File: src/rtl/serial_add_ctrl_if.sv
// Handshake bundle for serial_add_ctrl: operand channel, result channel, status.
// Optional ovf signal exists only when SERIAL_ADD_OVF_EN is defined.
interface serial_add_ctrl_if #(
    parameter int WIDTH = 8
);
    logic             in_valid;
    logic             in_ready;
    logic [WIDTH-1:0] a;
    logic [WIDTH-1:0] b;
    logic             cin;
    logic             out_valid;
    logic             out_ready;
    logic [WIDTH-1:0] sum;
    logic             cout;
    logic             busy;
`ifdef SERIAL_ADD_OVF_EN
    logic             ovf;

    modport master (
        output in_valid, a, b, cin, out_ready,
        input  in_ready, out_valid, sum, cout, busy, ovf
    );
    modport slave (
        input  in_valid, a, b, cin, out_ready,
        output in_ready, out_valid, sum, cout, busy, ovf
    );
`else
    modport master (
        output in_valid, a, b, cin, out_ready,
        input  in_ready, out_valid, sum, cout, busy
    );
    modport slave (
        input  in_valid, a, b, cin, out_ready,
        output in_ready, out_valid, sum, cout, busy
    );
`endif
endinterface

File: src/rtl/serial_add_ctrl.sv
// Bit-serial adder: one full adder, LSB first, registered carry, valid/ready I/O.
// Define SERIAL_ADD_OVF_EN to add the signed-overflow output ovf.
module serial_add_ctrl #(
    parameter int WIDTH = 8
) (
    input  logic           clk,
    input  logic           rst,
    serial_add_ctrl_if.slave bus
);
    localparam int CW = $clog2(WIDTH + 1);

    typedef enum logic [1:0] {IDLE, RUN, DONE} state_t;

    state_t           r_state;
    logic [WIDTH-1:0] r_a_sh;
    logic [WIDTH-1:0] r_b_sh;
    logic [WIDTH-1:0] r_sum;
    logic             r_carry;
    logic [CW-1:0]    r_cnt;
    logic             r_out_valid;
`ifdef SERIAL_ADD_OVF_EN
    logic             r_ovf;
`endif

    logic             w_s;
    logic             w_cy;
    logic             w_last;
    logic             w_accept;
    logic [WIDTH-1:0] w_sum_nxt;

    assign w_s      = r_a_sh[0] ^ r_b_sh[0] ^ r_carry;
    assign w_cy     = (r_a_sh[0] & r_b_sh[0]) |
                      ((r_a_sh[0] ^ r_b_sh[0]) & r_carry);
    assign w_last   = (r_cnt == CW'(WIDTH - 1));
    assign w_accept = bus.in_valid & bus.in_ready;

    // New sum bit enters at the MSB so bit 0 lands in place after WIDTH shifts
    generate
        if (WIDTH == 1) begin : g_w1
            assign w_sum_nxt = w_s;
        end else begin : g_wn
            assign w_sum_nxt = {w_s, r_sum[WIDTH-1:1]};
        end
    endgenerate

    always_ff @(posedge clk) begin
        if (rst) begin
            r_state     <= IDLE;
            r_a_sh      <= '0;
            r_b_sh      <= '0;
            r_sum       <= '0;
            r_carry     <= 1'b0;
            r_cnt       <= '0;
            r_out_valid <= 1'b0;
`ifdef SERIAL_ADD_OVF_EN
            r_ovf       <= 1'b0;
`endif
        end else begin
            unique case (r_state)
                IDLE: begin
                    if (w_accept) begin
                        r_a_sh  <= bus.a;
                        r_b_sh  <= bus.b;
                        r_carry <= bus.cin;
                        r_cnt   <= '0;
                        r_sum   <= '0;
`ifdef SERIAL_ADD_OVF_EN
                        r_ovf   <= 1'b0;
`endif
                        r_state <= RUN;
                    end
                end
                RUN: begin
                    r_carry <= w_cy;
                    r_sum   <= w_sum_nxt;
                    r_a_sh  <= r_a_sh >> 1;
                    r_b_sh  <= r_b_sh >> 1;
                    r_cnt   <= r_cnt + 1'b1;
                    if (w_last) begin
`ifdef SERIAL_ADD_OVF_EN
                        r_ovf       <= r_carry ^ w_cy;
`endif
                        r_out_valid <= 1'b1;
                        r_state     <= DONE;
                    end
                end
                DONE: begin
                    if (bus.out_ready) begin
                        r_out_valid <= 1'b0;
                        r_state     <= IDLE;
                    end
                end
                default: r_state <= IDLE;
            endcase
        end
    end

    // Gated by rst so a request in the reset cycle can never handshake
    assign bus.in_ready  = (r_state == IDLE) & ~rst;
    assign bus.out_valid = r_out_valid;
    assign bus.sum       = r_sum;
    assign bus.cout      = r_carry;
    assign bus.busy      = (r_state != IDLE);
`ifdef SERIAL_ADD_OVF_EN
    assign bus.ovf       = r_ovf;
`endif

endmodule
File: src/flat_wrapper.sv
// flat-port wrapper written by rule: the top's interface ports become plain ports
module serial_add_ctrl_flat 
#(
    parameter int WIDTH = 8
)
  (clk, rst, bus_in_valid, bus_a, bus_b, bus_cin, bus_out_ready, bus_in_ready, bus_out_valid, bus_sum, bus_cout, bus_busy);
  serial_add_ctrl_if #(.WIDTH(WIDTH)) bus_i ();
  input  logic clk;
  input  logic rst;
  input wire logic [$bits(bus_i.in_valid)-1:0] bus_in_valid;
  input wire logic [$bits(bus_i.a)-1:0] bus_a;
  input wire logic [$bits(bus_i.b)-1:0] bus_b;
  input wire logic [$bits(bus_i.cin)-1:0] bus_cin;
  input wire logic [$bits(bus_i.out_ready)-1:0] bus_out_ready;
  output wire logic [$bits(bus_i.in_ready)-1:0] bus_in_ready;
  output wire logic [$bits(bus_i.out_valid)-1:0] bus_out_valid;
  output wire logic [$bits(bus_i.sum)-1:0] bus_sum;
  output wire logic [$bits(bus_i.cout)-1:0] bus_cout;
  output wire logic [$bits(bus_i.busy)-1:0] bus_busy;
  assign bus_i.in_valid = bus_in_valid;
  assign bus_i.a = bus_a;
  assign bus_i.b = bus_b;
  assign bus_i.cin = bus_cin;
  assign bus_i.out_ready = bus_out_ready;
  assign bus_in_ready = bus_i.in_ready;
  assign bus_out_valid = bus_i.out_valid;
  assign bus_sum = bus_i.sum;
  assign bus_cout = bus_i.cout;
  assign bus_busy = bus_i.busy;
  serial_add_ctrl #(.WIDTH(WIDTH)) u_core (.clk(clk), .rst(rst), .bus(bus_i));
endmodule
File: config.mk
export PLATFORM = sky130hd
export DESIGN_NAME = serial_add_ctrl_flat
export DESIGN_NICKNAME = d
export VERILOG_FILES = /design/src/rtl/serial_add_ctrl_if.sv /design/src/rtl/serial_add_ctrl.sv /design/src/flat_wrapper.sv
export SDC_FILE = /design/constraint.sdc
export NUM_CORES = 1
export LEC_CHECK = 0
export ABC_AREA = 1
export CAP_MARGIN = 25
export CORE_MARGIN = 2
export CORE_UTILIZATION = 26
export DETAILED_ROUTE_END_ITERATION = 10
export GPL_TIMING_DRIVEN = 1
export PLACE_DENSITY_LB_ADDON = 0.08
export SYNTH_ARGS = -nofsm -noshare
export SYNTH_HDL_FRONTEND = slang
export SYNTH_SLANG_ARGS = --single-unit
export TNS_END_PERCENT = 5
File: constraint.sdc
create_clock -name clk -period 1.82 [get_ports clk]
set_input_delay 0.546 -clock clk [delete_from_list [all_inputs] [get_ports clk]]
set_output_delay 0.546 -clock clk [all_outputs]
set_load 0.01 [all_outputs]
# Yosys cells after proc, flatten, opt, wreduce, memory -nomap -nowiden
# Cells that the tools add are included.
# op_classes
addsub	1
eq_ne	6
muxes	17
n_bitwise	8
n_reduce_logical	7
# op_table
cell	n
$pmux W8 S2	3
$mux W8	3
$pmux W4 S2	1
$mux W2	3
$pmux W2 S3	1
$reduce_and A3 Y1	2
$reduce_bool A2 Y1	3
$add A4 B1 Y4 const B	1
$and A1 B1 Y1	4
$eq A4 B3 Y1 const B	1
$mux W4	1
$ne A2 B1 Y1 const B	2
$pmux W1 S2	2
$mux W1	3
$eq A2 B1 Y1 const B	1
$eq A2 B2 Y1 const B	1
$logic_not A2 Y1	1
$ne A2 B2 Y1 const B	1
$reduce_and A2 Y1	1
$xor A1 B1 Y1	2
$not A1 Y1	1
$or A1 B1 Y1	1
# word_totals
reg_bits	32
inputBits	21
output_inout_bits	12
elab_cells	46

# Logic depth before layout (Yosys ltp)
# Gate-level depths: netlist of run 1.
# logic_depth
depth_word	5
depth_mapped	8
mapped_depth_nobuf	6

# Least setup slack after synthesis of run 1
# OpenSTA, ideal clock, no wires.
# synth_timing
path_type	input-to-output
startpoint	input rst
endpoint	output bus_in_ready
t_arrival_ns	0.928
required_ns	1.274
setup_slack_ns	0.346
path_stages	2
path_buffers	1
cell_sequence	buf_2 > nor2_1
# synth_between
elab_chain_len	2
# synth_lines
item	line_no	source
start, declared	flat_wrapper.sv:9	input logic rst;
$not A1 Y1	serial_add_ctrl.sv:99	assign bus.in_ready = (r_state == IDLE) & ~rst;
$and A1 B1 Y1	serial_add_ctrl.sv:99	
end, declared	flat_wrapper.sv:15	output wire logic [$bits(bus_i.in_ready)-1:0] bus_in_ready;
# No other way between the ends.

# Worst setup path after layout of run 1
# layout_timing
startpoint	register u_core.r_carry (netlist: u_core.bus.cout)
endpoint	output bus_cout
# layout_rtl
item	line_no	source
start, declared	serial_add_ctrl.sv:18	logic r_carry;
start signal, assigned	serial_add_ctrl.sv:64	r_carry <= bus.cin;
start signal, assigned	serial_add_ctrl.sv:74	r_carry <= w_cy;
end, declared	flat_wrapper.sv:18	output wire logic [$bits(bus_i.cout)-1:0] bus_cout;
# No word-level cell between the ends.

==> impl_metrics.tcl, run 1 <==
set metrics [dict create \
    clock_sink_count 32 \
    setup.worst_path.start_class "register" \
    post_synth_most_frequent_cells "49 x sky130_fd_sc_hd__nand2_1, 32 x sky130_fd_sc_hd__dfxtp_1, 21 x sky130_fd_sc_hd__nor2_1" \
    floorplan.die.height_um 81.8 \
    synth_sequential_area_ratio_pct 40.7 \
    synth.distinct_cells 30 \
    fmax_mhz 568 \
    dieArea_um2 6690 \
    worstPathRequired_ps 1270 \
    finalHoldViolCount 0 \
    die_outline_width_um 81.8 \
    dpl.hpwl_um 2350 \
    max-vdd-ir-drop_mv 0.322 \
    post-cts-setup-buffers 0 \
    reg_to_reg_start "u_core.bus.cout" \
    post-route-period-util_pct 96.6 \
    final_area_um2 2090 \
    netlist.area_leader.share_pct 40.7 \
    total_leakage_power_nw 0.867 \
    worstPathBufferInverterCount 1 \
    worst_min_delay_path_category "register to register" \
    final.min_clock_period_ps 1760 \
    routed_wirelength_um 3620 \
    number_of_global_route_vias_before_repair 1280 \
    gp_congestion 0.693 \
    slew_at_the_pin_closest_to_its_max_slew_limit_ps 292 \
    setup.worst_path.end_class "output pin" \
    max_capacitance_violation_count 0 \
    holdCritStartpoint "u_core.r_b_sh[7]" \
    number_of_synthesized_flops_with_an_enable_pin 0 \
    synth_area_leader_cell "sky130_fd_sc_hd__dfxtp_1" \
    grt_start_max_net_pins 24 \
    design.core.area_um2 5890 \
    layoutNonFillerInstCount 314 \
    viasPerCell 4.20 \
    globalRouteTotalUtil_pct 12.0 \
    critical_path_peak_fanout 3 \
    timing.setup.critical_path_class "register to output pin" \
    place.detailed.instances 306 \
    timing.final.setup_violations 0 \
    n_antenna_cell 0 \
    cp_cell_instances "clkdlybuf4s50_1" \
    ys_ff_latch 32 \
    power_density_nw_per_um2 833 \
    rows 28 \
    critical-path-slowest-cell "sky130_fd_sc_hd__clkdlybuf4s50_1" \
    synth_top_flop_cell "sky130_fd_sc_hd__dfxtp_1" \
    synthesis.instances 197 \
    synth.cell_area_um2 1570 \
    ctsHtreeMaxLevel 2 \
    netlist_top_cells_area "sky130_fd_sc_hd__dfxtp_1 41%, sky130_fd_sc_hd__nand2_1 12%, sky130_fd_sc_hd__nor2_2 5.2%, sky130_fd_sc_hd__a21oi_2 5.0%, sky130_fd_sc_hd__nor2_1 5.0%" \
    initialDrtViolationCount 39 \
    final_nets 261 \
    cts_tree "built" \
    run_status "complete, no violations" \
    critical_path.startpoint "u_core.bus.cout" \
    detail_route.wl_per_cell_um 11.5 \
    placement.cell_area_um2 1970 \
    synthToLayoutAreaGrowth_pct 32.9 \
    timing.critical_path.max_delay_family "buffers and inverters" \
    root_buffer "sky130_fd_sc_hd__clkbuf_8" \
    initial_antenna_violation_count 0 \
    drive_gt1_share_pct 25.5 \
    initial_core_util_pct 26.7 \
    ctsLongestPathBuffers 2 \
    worst_slew_margin_rel_pct 80.5 \
    cts-buffers-inserted 5 \
    worst_skew_pair.late_latency_ps 290 \
    design.portCount 33 \
    remaining_drc_errors 0 \
    grt_pass1_wl_um 5950 \
    post_synth.cell_area_avg_um2 7.98 \
    slowest_delay_ps 560 \
    drv_slew 0 \
    worst_setup_hold_path_clk_slew_ps 70 \
    detailroute.via_count 1320 \
    timing.critical_path.arrival_ps 1210 \
    port_buffer_cells 32 \
    nets_in_the_synthesized_netlist 220 \
    congestion_overflow_gr 0 \
    rsz0062_at_grt "no" \
    drt_first_pass_iters 4 \
    ys_async_sr_fraction_pct 0 \
    ys_warn_count 0 \
    fill_cells 658 \
    most_common_cell_in_the_synthesized_netlist "sky130_fd_sc_hd__nand2_1" \
    skew_ps 6.63 \
    postRouteAntennaNets 0 \
]
-- worst reg2reg max path, delay by kind of cell (launching register included) --
| kind | cells | cell delay (ps) |
|---|---|---|
| compound gates | 1 | 130 |
| fa+ha+maj | 1 | 460 |
| buf+inv | 1 | 80 |
| flops | 1 | 370 |
| simple gates | 1 | 320 |
-- layout by cell type, fill, tap and decap left out --
master | Yosys | layout
sky130_fd_sc_hd__nand3_1 | 5 | 5
sky130_fd_sc_hd__dlygate4sd2_1 | 0 | 2
sky130_fd_sc_hd__nand2_2 | 8 | 8
sky130_fd_sc_hd__nand4_1 | 1 | 1
sky130_fd_sc_hd__a21oi_2 | 9 | 9
sky130_fd_sc_hd__inv_2 | 1 | 1
sky130_fd_sc_hd__clkinv_2 | 0 | 1
sky130_fd_sc_hd__nor3_2 | 3 | 3
sky130_fd_sc_hd__buf_4 | 2 | 12
sky130_fd_sc_hd__fa_1 | 1 | 1
sky130_fd_sc_hd__nor3_1 | 2 | 2
sky130_fd_sc_hd__clkbuf_8 | 0 | 5
sky130_fd_sc_hd__nor2_4 | 1 | 1
sky130_fd_sc_hd__clkdlybuf4s15_2 | 0 | 1
sky130_fd_sc_hd__nor2_2 | 13 | 14
sky130_fd_sc_hd__nand2_4 | 1 | 1
sky130_fd_sc_hd__ha_1 | 1 | 1
sky130_fd_sc_hd__o21ai_0 | 10 | 10
sky130_fd_sc_hd__dlymetal6s2s_1 | 0 | 3
sky130_fd_sc_hd__o21ai_1 | 8 | 8
sky130_fd_sc_hd__inv_8 | 1 | 1
sky130_fd_sc_hd__inv_1 | 8 | 8
sky130_fd_sc_hd__nor2_1 | 21 | 20
sky130_fd_sc_hd__nand3b_1 | 1 | 1
sky130_fd_sc_hd__a21oi_1 | 7 | 7
sky130_fd_sc_hd__xor2_1 | 1 | 1
sky130_fd_sc_hd__clkbuf_1 | 0 | 1
sky130_fd_sc_hd__clkdlybuf4s50_1 | 0 | 26
sky130_fd_sc_hd__nand2_1 | 49 | 49
sky130_fd_sc_hd__bufinv_16 | 0 | 1
sky130_fd_sc_hd__nand2_8 | 1 | 1
sky130_fd_sc_hd__dfxtp_1 | 32 | 32
sky130_fd_sc_hd__or2_2 | 1 | 1
sky130_fd_sc_hd__nand3_4 | 1 | 1
-- layout make-up --
type                    instances  area [um^2]  area share, %
clock buffers                   6         72.6           3.47
clock inverters                 2         35.0           1.68
inverters                      10         45.0           2.15
multi-input cells             145          787           37.6
flip-flops and latches         32          641           30.6
well taps                      75         93.8           4.49
repair buffers                 44          417           19.9
-- cells by family after synthesis --
group	count (synthesis)	synth area share, %
xor+xnor	1	0.557
flops	32	40.7
compound gates	34	13.0
fa+ha+maj	2	2.07
buf+inv	20	9.39
simple gates	108	34.3
-- path summary, 6_finish.rpt --
check	end	slack (ps)	cells past startpoint
worst max-delay path	bus_cout	60	1
worst min-delay path	u_core.r_b_sh[7]	460	2
worst max register to register	u_core.bus.sum[7]	410	4
worst min register to register	u_core.r_b_sh[7]	460	2
-- state kept, by name, indices dropped and copies added (netlist names) --
signal	cells
u_core.r_b_sh	8
u_core.r_cnt	4
u_core.bus.out_valid	1
u_core.bus.sum	8
u_core.r_a_sh	8
u_core.r_state	2
u_core.bus.cout	1
-- per-layer routing --
metal	track usage [%]	part of all wire [%]
met5	0	0
met4	5.50	1.7
met3	3.30	5.0
met2	18.0	40
met1	15.8	53
-- stage by stage --
stage	util (%)	power [mW]	setup slack, ps	hold WS, ps	TNS (ps)
2_1_floorplan	-	0.990	346	441	0
3_3_place_gp	33.5	1.09	-480	452	-7590
3_5_place_dp	33.5	1.08	-477	457	-7930
4_1_cts	35.4	1.77	12.2	469	0
5_1_grt	35.5	1.84	3.49	486	0
6_report	35.5	1.74	61.0	463	0
-- report_power, final --
| part | switching (mW) | total (mW) | internal, mW |
|---|---|---|---|
| clock | 0.272 | 0.678 | 0.406 |
| sequential | 0.0237 | 0.767 | 0.743 |
| combinational | 0.164 | 0.296 | 0.132 |
| total | 0.460 | 1.74 | 1.28 |
-- repair_timing --
item	CTS	global route
hold buffers	0	0
resized for setup	6	3
hold endpoints to repair	0	0
pin swaps	1	1
setup endpoints to repair	5	4
Note: power is estimated with default switching activity, not from simulation.
==> run 2, diff against run 1 <==
Settings changed: CORE_MARGIN 2 to 4.
==> run 2 against run 1 <==
Maximum frequency is 0.60% higher. Critical path type unchanged. Core utilization did not move. Hold slack worse by 0.60 ps. Die area increased by 10%.
==> impl_metrics.tcl, run 2 (synthesized netlist as in run 1, its figures left out) <==
set metrics [dict create \
    cp_cell_instances "clkdlybuf4s50_1" \
    ctsLongestPathBuffers 2 \
    initial_antenna_violation_count 0 \
    reg_to_reg_start "u_core.bus.cout" \
    cts_tree "built" \
    congestion_overflow_gr 0 \
    initialDrtViolationCount 31 \
    timing.final.setup_violations 0 \
    number_of_global_route_vias_before_repair 1317 \
    dpl.hpwl_um 2390 \
    totalNegativeSetupSlack_ps 0 \
    fmax_mhz 572 \
    worst_slew_margin_rel_pct 79.8 \
    worst-r2r-cell-count 4 \
    clock_sink_count 32 \
    post-route-period-util_pct 96.1 \
    cts-buffers-inserted 5 \
    gp_congestion 0.681 \
    regToRegEndpoint "u_core.bus.sum[7]" \
    detail_route.wl_per_cell_um 11.3 \
    power_density_nw_per_um2 778 \
    final_nets 262 \
    port_buffer_cells 32 \
    initial_core_util_pct 26.7 \
    synthToLayoutAreaGrowth_pct 32.9 \
    drive_gt1_share_pct 25.4 \
    worst_setup_hold_path_clk_slew_ps 70 \
    crit_cells 1 \
    timing.critical_path.arrival_ps 1200 \
    run_status "complete, no violations" \
    final_common_cell "sky130_fd_sc_hd__nand2_1" \
    min_path_cells 2 \
    setup.worst_path.end_class "output pin" \
    grt_pass1_wl_um 6130 \
    critical_path_peak_fanout 3 \
    detailroute.via_count 1318 \
    postRouteAntennaNets 0 \
    drv_slew 0 \
    worstPathRequired_ps 1270 \
    final.setup.worst_slack_ps 71.4 \
    design.core.area_um2 5890 \
    design.portCount 33 \
    rsz0062_at_grt "no" \
    max-vdd-ir-drop_mv 0.255 \
    worst_skew_pair.late_latency_ps 280 \
    ctsHtreeMaxLevel 2 \
    drt_first_pass_iters 4 \
    timing.critical_path.max_delay_family "buffers and inverters" \
    final.min_clock_period_ps 1750 \
    final.hold.worst_slack_ps 463 \
    skew_ps 3.68 \
    worstPathBufferInverterCount 1 \
    slowest_delay_ps 550 \
    floorplan.die.height_um 85.8 \
    worst_min_delay_path_category "register to register" \
    routed_wirelength_um 3550 \
    cp-endpoint "bus_sum[4]" \
    remaining_drc_errors 0 \
    final_area_um2 2090 \
    grt_start_max_net_pins 24 \
    n_antenna_cell 0 \
    total_leakage_power_nw 0.847 \
    max_capacitance_violation_count 0 \
    critical-path-slowest-cell "sky130_fd_sc_hd__clkdlybuf4s50_1" \
    placement.cell_area_um2 1990 \
    rows 28 \
    viasPerCell 4.18 \
    post-cts-setup-buffers 0 \
    critical_path.startpoint "u_core.bus.sum[4]" \
    slew_at_the_pin_closest_to_its_max_slew_limit_ps 300 \
    final_cell_mix "49 x sky130_fd_sc_hd__nand2_1, 32 x sky130_fd_sc_hd__dfxtp_1, 27 x sky130_fd_sc_hd__clkdlybuf4s50_1" \
    timing.setup.critical_path_class "register to output pin" \
    dieArea_um2 7360 \
    finalHoldViolCount 0 \
    die_outline_width_um 85.8 \
    root_buffer "sky130_fd_sc_hd__clkbuf_8" \
    setup.worst_path.start_class "register" \
    rrSetupSlack_ps 430 \
    place_ws_ps -440 \
    globalRouteTotalUtil_pct 10.6 \
]
-- run 2: what timing repair did --
| action | in CTS | in global routing |
|---|---|---|
| gates resized for setup | 6 | 2 |
| endpoints found under the hold margin | 0 | 0 |
| pin swaps | 1 | 0 |
| endpoints found under the setup margin | 2 | 2 |
| hold buffers | 0 | 0 |
-- run 2: final cells by class --
| class | instances | area, um^2 |
|---|---|---|
| Clock buffer | 8 | 90.1 |
| Timing Repair Buffer | 45 | 434 |
| Fill cell | 651 | 3790 |
| Tap cell | 75 | 93.8 |
| Sequential cell | 32 | 641 |
| Inverter | 10 | 45.0 |
| Multi-Input combinational cell | 145 | 787 |
-- run 2: stage by stage --
stage | cells | total power [mW] | utilization [%]
after global placement | 307 | 1.09 | 33.9
after floorplan | 197 | 0.990 | -
after global routing | 315 | 1.73 | 35.5
after detailed placement | 307 | 1.09 | 33.9
final | 315 | 1.63 | 35.5
after CTS | 315 | 1.67 | 35.4
-- run 2: how the worst min path moves through the flow --
stage,start,endpoint,slack [ps]
after global routing,u_core.r_b_sh[7],u_core.r_b_sh[7],490
after CTS,u_core.bus.sum[0],u_core.bus.sum[0],470
after global placement,u_core.r_b_sh[7],u_core.r_b_sh[7],450
after detailed placement,u_core.bus.sum[0],u_core.bus.sum[0],460
final,u_core.bus.sum[0],u_core.bus.sum[0],460
after floorplan,u_core.r_b_sh[7],u_core.r_b_sh[7],440
-- run 2: routing by layer --
metal,track usage (%),share of wire [%],up-vias
met4,3.88,1.5,0
li1,-,-,713
met3,3.65,5.7,5
met1,14.2,51,574
met2,15.8,41,26
met5,0,0,-
-- run 2: report_power, final --
| part | switching (mW) | internal (mW) | leakage [nW] | total (mW) |
|---|---|---|---|---|
| clock network | 0.251 | 0.308 | 0.0455 | 0.559 |
| logic | 0.165 | 0.139 | 0.539 | 0.303 |
| registers | 0.0216 | 0.743 | 0.262 | 0.765 |
